==> src/rtl/cnn_pkg.sv <==
// Shared CNN datapath constants and the feature-map writer state encoding.
package cnn_pkg;

  localparam int IMG_W       = 26;
  localparam int IMG_H       = 26;
  localparam int FRAME_PIX   = IMG_W * IMG_H;
  localparam int PIX_W       = 16;
  localparam int FMAP_ADDR_W = 10;

  typedef enum logic [1:0] {
    IDLE  = 2'd0,
    FILL  = 2'd1,
    DRAIN = 2'd2,
    FULL  = 2'd3
  } fmw_state_t;

endpackage

==> src/rtl/fmap_addr_counter.sv <==
// Raster row/col/linear-pointer walker built from incrementers only.
// Shared by the writer and the pool stage's read-address generator.
module fmap_addr_counter
  import cnn_pkg::*;
#(
  parameter int IMG_W  = cnn_pkg::IMG_W,
  parameter int IMG_H  = cnn_pkg::IMG_H,
  parameter int ADDR_W = cnn_pkg::FMAP_ADDR_W
) (
  input  logic              clk,
  input  logic              rst,
  input  logic              en,
  input  logic              clr,
  output logic [7:0]        row,
  output logic [7:0]        col,
  output logic [ADDR_W-1:0] ptr,
  output logic              last
);

  localparam logic [7:0]        COL_MAX = 8'(IMG_W - 1);
  localparam logic [ADDR_W-1:0] PTR_MAX = ADDR_W'(IMG_W * IMG_H - 1);

  logic [7:0]        row_r;
  logic [7:0]        col_r;
  logic [ADDR_W-1:0] ptr_r;

  assign row  = row_r;
  assign col  = col_r;
  assign ptr  = ptr_r;
  assign last = (ptr_r == PTR_MAX);

  // Advance one pixel per enable; the final pixel wraps everything back to the origin.
  always_ff @(posedge clk or posedge rst) begin
    if (rst) begin
      row_r <= 8'd0;
      col_r <= 8'd0;
      ptr_r <= '0;
    end else if (clr) begin
      row_r <= 8'd0;
      col_r <= 8'd0;
      ptr_r <= '0;
    end else if (en) begin
      if (last) begin
        row_r <= 8'd0;
        col_r <= 8'd0;
        ptr_r <= '0;
      end else begin
        ptr_r <= ptr_r + {{(ADDR_W-1){1'b0}}, 1'b1};
        if (col_r == COL_MAX) begin
          col_r <= 8'd0;
          row_r <= row_r + 8'd1;
        end else begin
          col_r <= col_r + 8'd1;
        end
      end
    end
  end

endmodule

==> src/rtl/fmap_writer.sv <==
// Writes a raster pixel stream into the feature-map RAM and holds the finished
// frame (frame_ready) until the pool stage releases it.
module fmap_writer
  import cnn_pkg::*;
#(
  parameter int DATA_W = cnn_pkg::PIX_W,
  parameter int IMG_W  = cnn_pkg::IMG_W,
  parameter int IMG_H  = cnn_pkg::IMG_H,
  parameter int ADDR_W = cnn_pkg::FMAP_ADDR_W
) (
  input  logic              clk,
  input  logic              rst,
  input  logic [DATA_W-1:0] in_data,
  input  logic              in_valid,
  input  logic              in_last,
  output logic              in_ready,
  output logic              mem_we,
  output logic [ADDR_W-1:0] mem_addr,
  output logic [DATA_W-1:0] mem_wdata,
  output logic              frame_ready,
  input  logic              frame_release,
  output logic [7:0]        row,
  output logic [7:0]        col,
  output logic              err_last
);

  fmw_state_t        state_r;
  logic              mem_we_r;
  logic [ADDR_W-1:0] mem_addr_r;
  logic [DATA_W-1:0] mem_wdata_r;
  logic              frame_ready_r;
  logic              err_last_r;

  logic              accept_s;
  logic              last_s;
  logic              clr_s;
  logic [ADDR_W-1:0] wr_ptr_s;

  // Ready depends on state alone so the producer never sees a valid->ready loop.
  assign in_ready = (state_r == IDLE) || (state_r == FILL);
  assign accept_s = in_valid & in_ready;
  assign clr_s    = (state_r == FULL) & frame_release;

  assign mem_we      = mem_we_r;
  assign mem_addr    = mem_addr_r;
  assign mem_wdata   = mem_wdata_r;
  assign frame_ready = frame_ready_r;
  assign err_last    = err_last_r;

  fmap_addr_counter #(
    .IMG_W  (IMG_W),
    .IMG_H  (IMG_H),
    .ADDR_W (ADDR_W)
  ) u_addr (
    .clk  (clk),
    .rst  (rst),
    .en   (accept_s),
    .clr  (clr_s),
    .row  (row),
    .col  (col),
    .ptr  (wr_ptr_s),
    .last (last_s)
  );

  // Frame-level FSM plus the registered RAM write port and sticky in_last check.
  always_ff @(posedge clk or posedge rst) begin
    if (rst) begin
      state_r       <= IDLE;
      mem_we_r      <= 1'b0;
      mem_addr_r    <= '0;
      mem_wdata_r   <= '0;
      frame_ready_r <= 1'b0;
      err_last_r    <= 1'b0;
    end else begin
      mem_we_r <= accept_s;
      if (accept_s) begin
        mem_addr_r  <= wr_ptr_s;
        mem_wdata_r <= in_data;
        if (in_last != last_s) begin
          err_last_r <= 1'b1;
        end
      end

      case (state_r)
        IDLE: begin
          if (accept_s) begin
            state_r <= last_s ? DRAIN : FILL;
          end
        end
        FILL: begin
          if (accept_s && last_s) begin
            state_r <= DRAIN;
          end
        end
        DRAIN: begin
          state_r       <= FULL;
          frame_ready_r <= 1'b1;
        end
        FULL: begin
          if (frame_release) begin
            state_r       <= IDLE;
            frame_ready_r <= 1'b0;
          end
        end
        default: begin
          state_r       <= IDLE;
          frame_ready_r <= 1'b0;
        end
      endcase
    end
  end

endmodule

==> config.mk <==
export PLATFORM = sky130hd
export DESIGN_NAME = fmap_writer
export DESIGN_NICKNAME = d
export VERILOG_FILES = /design/src/rtl/cnn_pkg.sv /design/src/rtl/fmap_addr_counter.sv /design/src/rtl/fmap_writer.sv
export SDC_FILE = /design/constraint.sdc
export NUM_CORES = 1
export LEC_CHECK = 0
export CORE_MARGIN = 3
export CORE_UTILIZATION = 30
export CTS_CLUSTER_DIAMETER = 40
export CTS_CLUSTER_SIZE = 28
export DETAILED_ROUTE_END_ITERATION = 8
export GPL_ROUTABILITY_DRIVEN = 0
export GPL_TIMING_DRIVEN = 0
export PLACE_DENSITY_LB_ADDON = 0.2
export REMOVE_ABC_BUFFERS = 1
export SYNTH_ARGS = -nofsm -noshare
export SYNTH_HDL_FRONTEND = slang
export SYNTH_SLANG_ARGS = --single-unit
==> constraint.sdc <==
create_clock -name clk -period 2.5 [get_ports clk]
set_input_delay 0.375 -clock clk [delete_from_list [all_inputs] [get_ports clk]]
set_output_delay 0.375 -clock clk [all_outputs]
set_load 0.005 [all_outputs]
==> results of run 1 <==
Yosys cell counts (2+ instances only):
master	number
nand2_1	93
dfrtp_1	57
inv_1	10
nor2_1	9
nor3_1	9
ha_1	8
a21oi_1	7
a31oi_1	6
clkbuf_1	6
o21ai_0	6
xnor2_1	6
xor2_1	6
nand3_1	5
nand4_1	4
o2111ai_1	4
a211oi_1	3
and2_1	3
and3_1	3
buf_1	3
nand3b_1	3
o22ai_1	3
or3_1	3
a2111oi_0	2
a221o_1	2
and4_1	2
nand2b_1	2
nor4_1	2
o211ai_1	2
o31ai_1	2
routing by layer:
metal / track usage, % / vias up / routed length, um
li1: - / 1145 / -
met1: 18.5 / 1060 / 3280
met2: 20.5 / 74 / 2820
met3: 3.44 / 8 / 449
met4: 5.21 / 0 / 69
met5: 0 / - / 0
power groups by stage:
stage	sequential [uW]	clock, uW	combinational, uW
finish	1250	756	570
global route	1280	821	641
CTS	1250	791	581
detailed placement	1270	0	571
global placement	1270	0	560
floorplan	1240	0	251
flip-flops by register name, summed over array words and instances, names as in the netlist:
signal	flops
mem_wdata	16
mem_addr	10
u_addr.ptr	10
u_addr.col	8
u_addr.row	8
state_r	2
err_last	1
frame_ready	1
mem_we	1
final timing paths:
path | start | end | slack, ns | cells past startpoint
max reg2reg | state_r[0]$_DFFE_PP0P_ | u_addr.ptr[6]$_DFFE_PP0P_ | 0.30 | 8
max | state_r[1]$_DFFE_PP0P_ | in_ready | 0.29 | 4
min reg2reg | err_last$_DFFE_PP0P_ | err_last$_DFFE_PP0P_ | 0.47 | 1
min in group clk | err_last$_DFFE_PP0P_ | err_last$_DFFE_PP0P_ | 0.47 | 1
max in group asynchronous | rst | mem_addr[0]$_DFFE_PP0P_ | 1.49 | 3
min | rst | mem_wdata[8]$_DFFE_PP0P_ | 0.43 | 2
final cells by class:
type / count / area [um^2] / area share (%)
Inverter: 11 / 46.3 / 1.25
Clock buffer: 13 / 159 / 4.27
Clock inverter: 3 / 15.0 / 0.404
Sequential cell: 57 / 1430 / 38.4
Tap cell: 108 / 135 / 3.64
Multi-Input combinational cell: 211 / 1220 / 32.8
Timing Repair Buffer: 69 / 716 / 19.3
placed cells by master, fill, tap and decap left out, types with 4 or more instances in the layout:
cell type        netlist  routed
a21oi_1                7       7
nor2_1                 9       8
nand3_1                5       5
nand4_1                4       4
ha_1                   8       8
clkbuf_8               0      11
xor2_1                 6       6
xnor2_1                6       6
clkdlybuf4s50_1        0      66
nand2_1               93      93
inv_1                 10       9
o21ai_0                6       6
dfrtp_1               57      57
o2111ai_1              4       4
a31oi_1                6       6
nor3_1                 9       9
worst max-delay path, stage by stage, from the launching register on:
cell and delay, ns:
dfrtp_1 0.40, inv_1 0.08, ha_1 0.23, or2_2 0.35, clkdlybuf4s50_1 0.46
metrics by stage:
stage / cells / cell area (um^2) / util, %
5_1_grt: 472 / 3720 / 42.4
3_3_place_gp: 453 / 3470 / 39.6
2_1_floorplan: 279 / 2680 / -
6_report: 472 / 3720 / 42.4
4_1_cts: 472 / 3720 / 42.4
3_5_place_dp: 455 / 3530 / 40.3
kinds of logic after synthesis:
kind of cell               share of synthesized area [%]
and+or+nand+nor                                     23.7
DFF                                                 52.3
AOI/OAI and AO/OA                                   12.8
buffers and inverters                               3.35
xor gates and xnor gates                            3.85
adders and majority gates                           3.67
muxes                                              0.367
repair_timing:
item	4_1_cts	5_1_grt
hold buffers	0	0
hold endpoints to repair	0	0
buffers inserted	1	0
gates resized for setup	3	0
setup endpoints to repair	48	0
==> summary.txt, run 1 <==
IO buf count: 66
Synth warn: 0
Chip Width: 101 um
RSZ-0062 raised after global routing: false
Share of cells above drive strength 1: 6.87%
Routed wire length: 6.61 mm
Clock root buffer: clkbuf_8
Hold/Removal Path Class: in -> async
Peak supply drop: 0.472 mV
#FFs+latches synth: 57
Die area: 0.0103 mm^2
Post-synthesis instance total: 290
Pin count of the biggest net entering global routing: 46
Crit path DAT: 1.83 ns
Clk_lat worst skew: 0.33 ns
Post-synthesis sequential area ratio: 52.3%
Initial antenna violation count: 0
Total vias in the final route: 2287
DRC violations left: 0
Top achievable clock speed: 0.453 GHz
Switching fraction of total power: 29.5%
DIE HEIGHT: 101 um
Num ports: 67
Routed WL per cell: 14.0 um
Fin. max-slew vios: 0
MaxCap Viol Count: 0
Flop pwr share: 48.5%
Switching pwr: 760 uW
Total Power: 2580 uW
Clock share of power: 29.3%
P_int: 1820 uW
Ant. Diodes: 0
Number of flops mapped to enable cells by yosys: 0
Final setup viols: 0
First-pass GRT wire length: 10.8 mm
Core ar.: 0.00876 mm^2
CP Capture Type: output pin
Clk_skew: 0.00715 ns
Synth async-reset ratio: 100%
Total congestion overflow: 0
Clock sinks: 57
Yosys cell types: 48
Syn_area_per_cell: 9.41 um^2
Gate power share: 22.1%
WS Path Type: reg -> out
Hold Vio Cnt, Final: 0
Longest Clk Path Bufs: 2
Detailed placement HPWL: 4.51 mm
Largest cells by area after synthesis: dfrtp_1 (52%), nand2_1 (13%), ha_1 (3.7%)
Leakage power: 0.00166 uW
Fin Hold WS: 0.429 ns
Max H-tree Level: 3
Place WS: -1.05 ns
Slew margin rel.: 56.1%
PwrDens: 693 mW/mm^2
1st-iter DRT viols: 93
Synth top area share: 52.3%
Status: completed
Critical Path RT: 2.12 ns
Post-layout net count: 388
Worst-Margin Slew: 0.659 ns
Clock transition at path regs: 0.06 ns
Crit path launch type: register
Final period util: 88.3%
GRT Total Usage: 13.5%
Cell taking the most area after synthesis: dfrtp_1
Row count: 34
Number of global-route vias before repair: 2202
Setup ws final: 0.293 ns
Min cycle time layout: 2.21 ns
Synth Flop Type: dfrtp_1
Mapped cell area: 0.00273 mm^2
Setup TNS: 0 ns
CTS tree: done
Total CTS buffers: 9
Initial core utilization: 31.1%
Drt pass-1 iters: 4
Area grow syn2layout: 36.3%
Filler Cell Count: 898
CP Max Fanout: 4
Vias/cell: 4.85
DRT antenna net count: 0
Note: power is estimated with default switching activity, not from simulation.
==> run 2: changes to the inputs <==
- HOLD_SLACK_MARGIN: not set -> 0.02
- TNS_END_PERCENT: not set -> 1
==> results of run 2 <==
Final layout, timing and power as in run 1 (identical DEF).
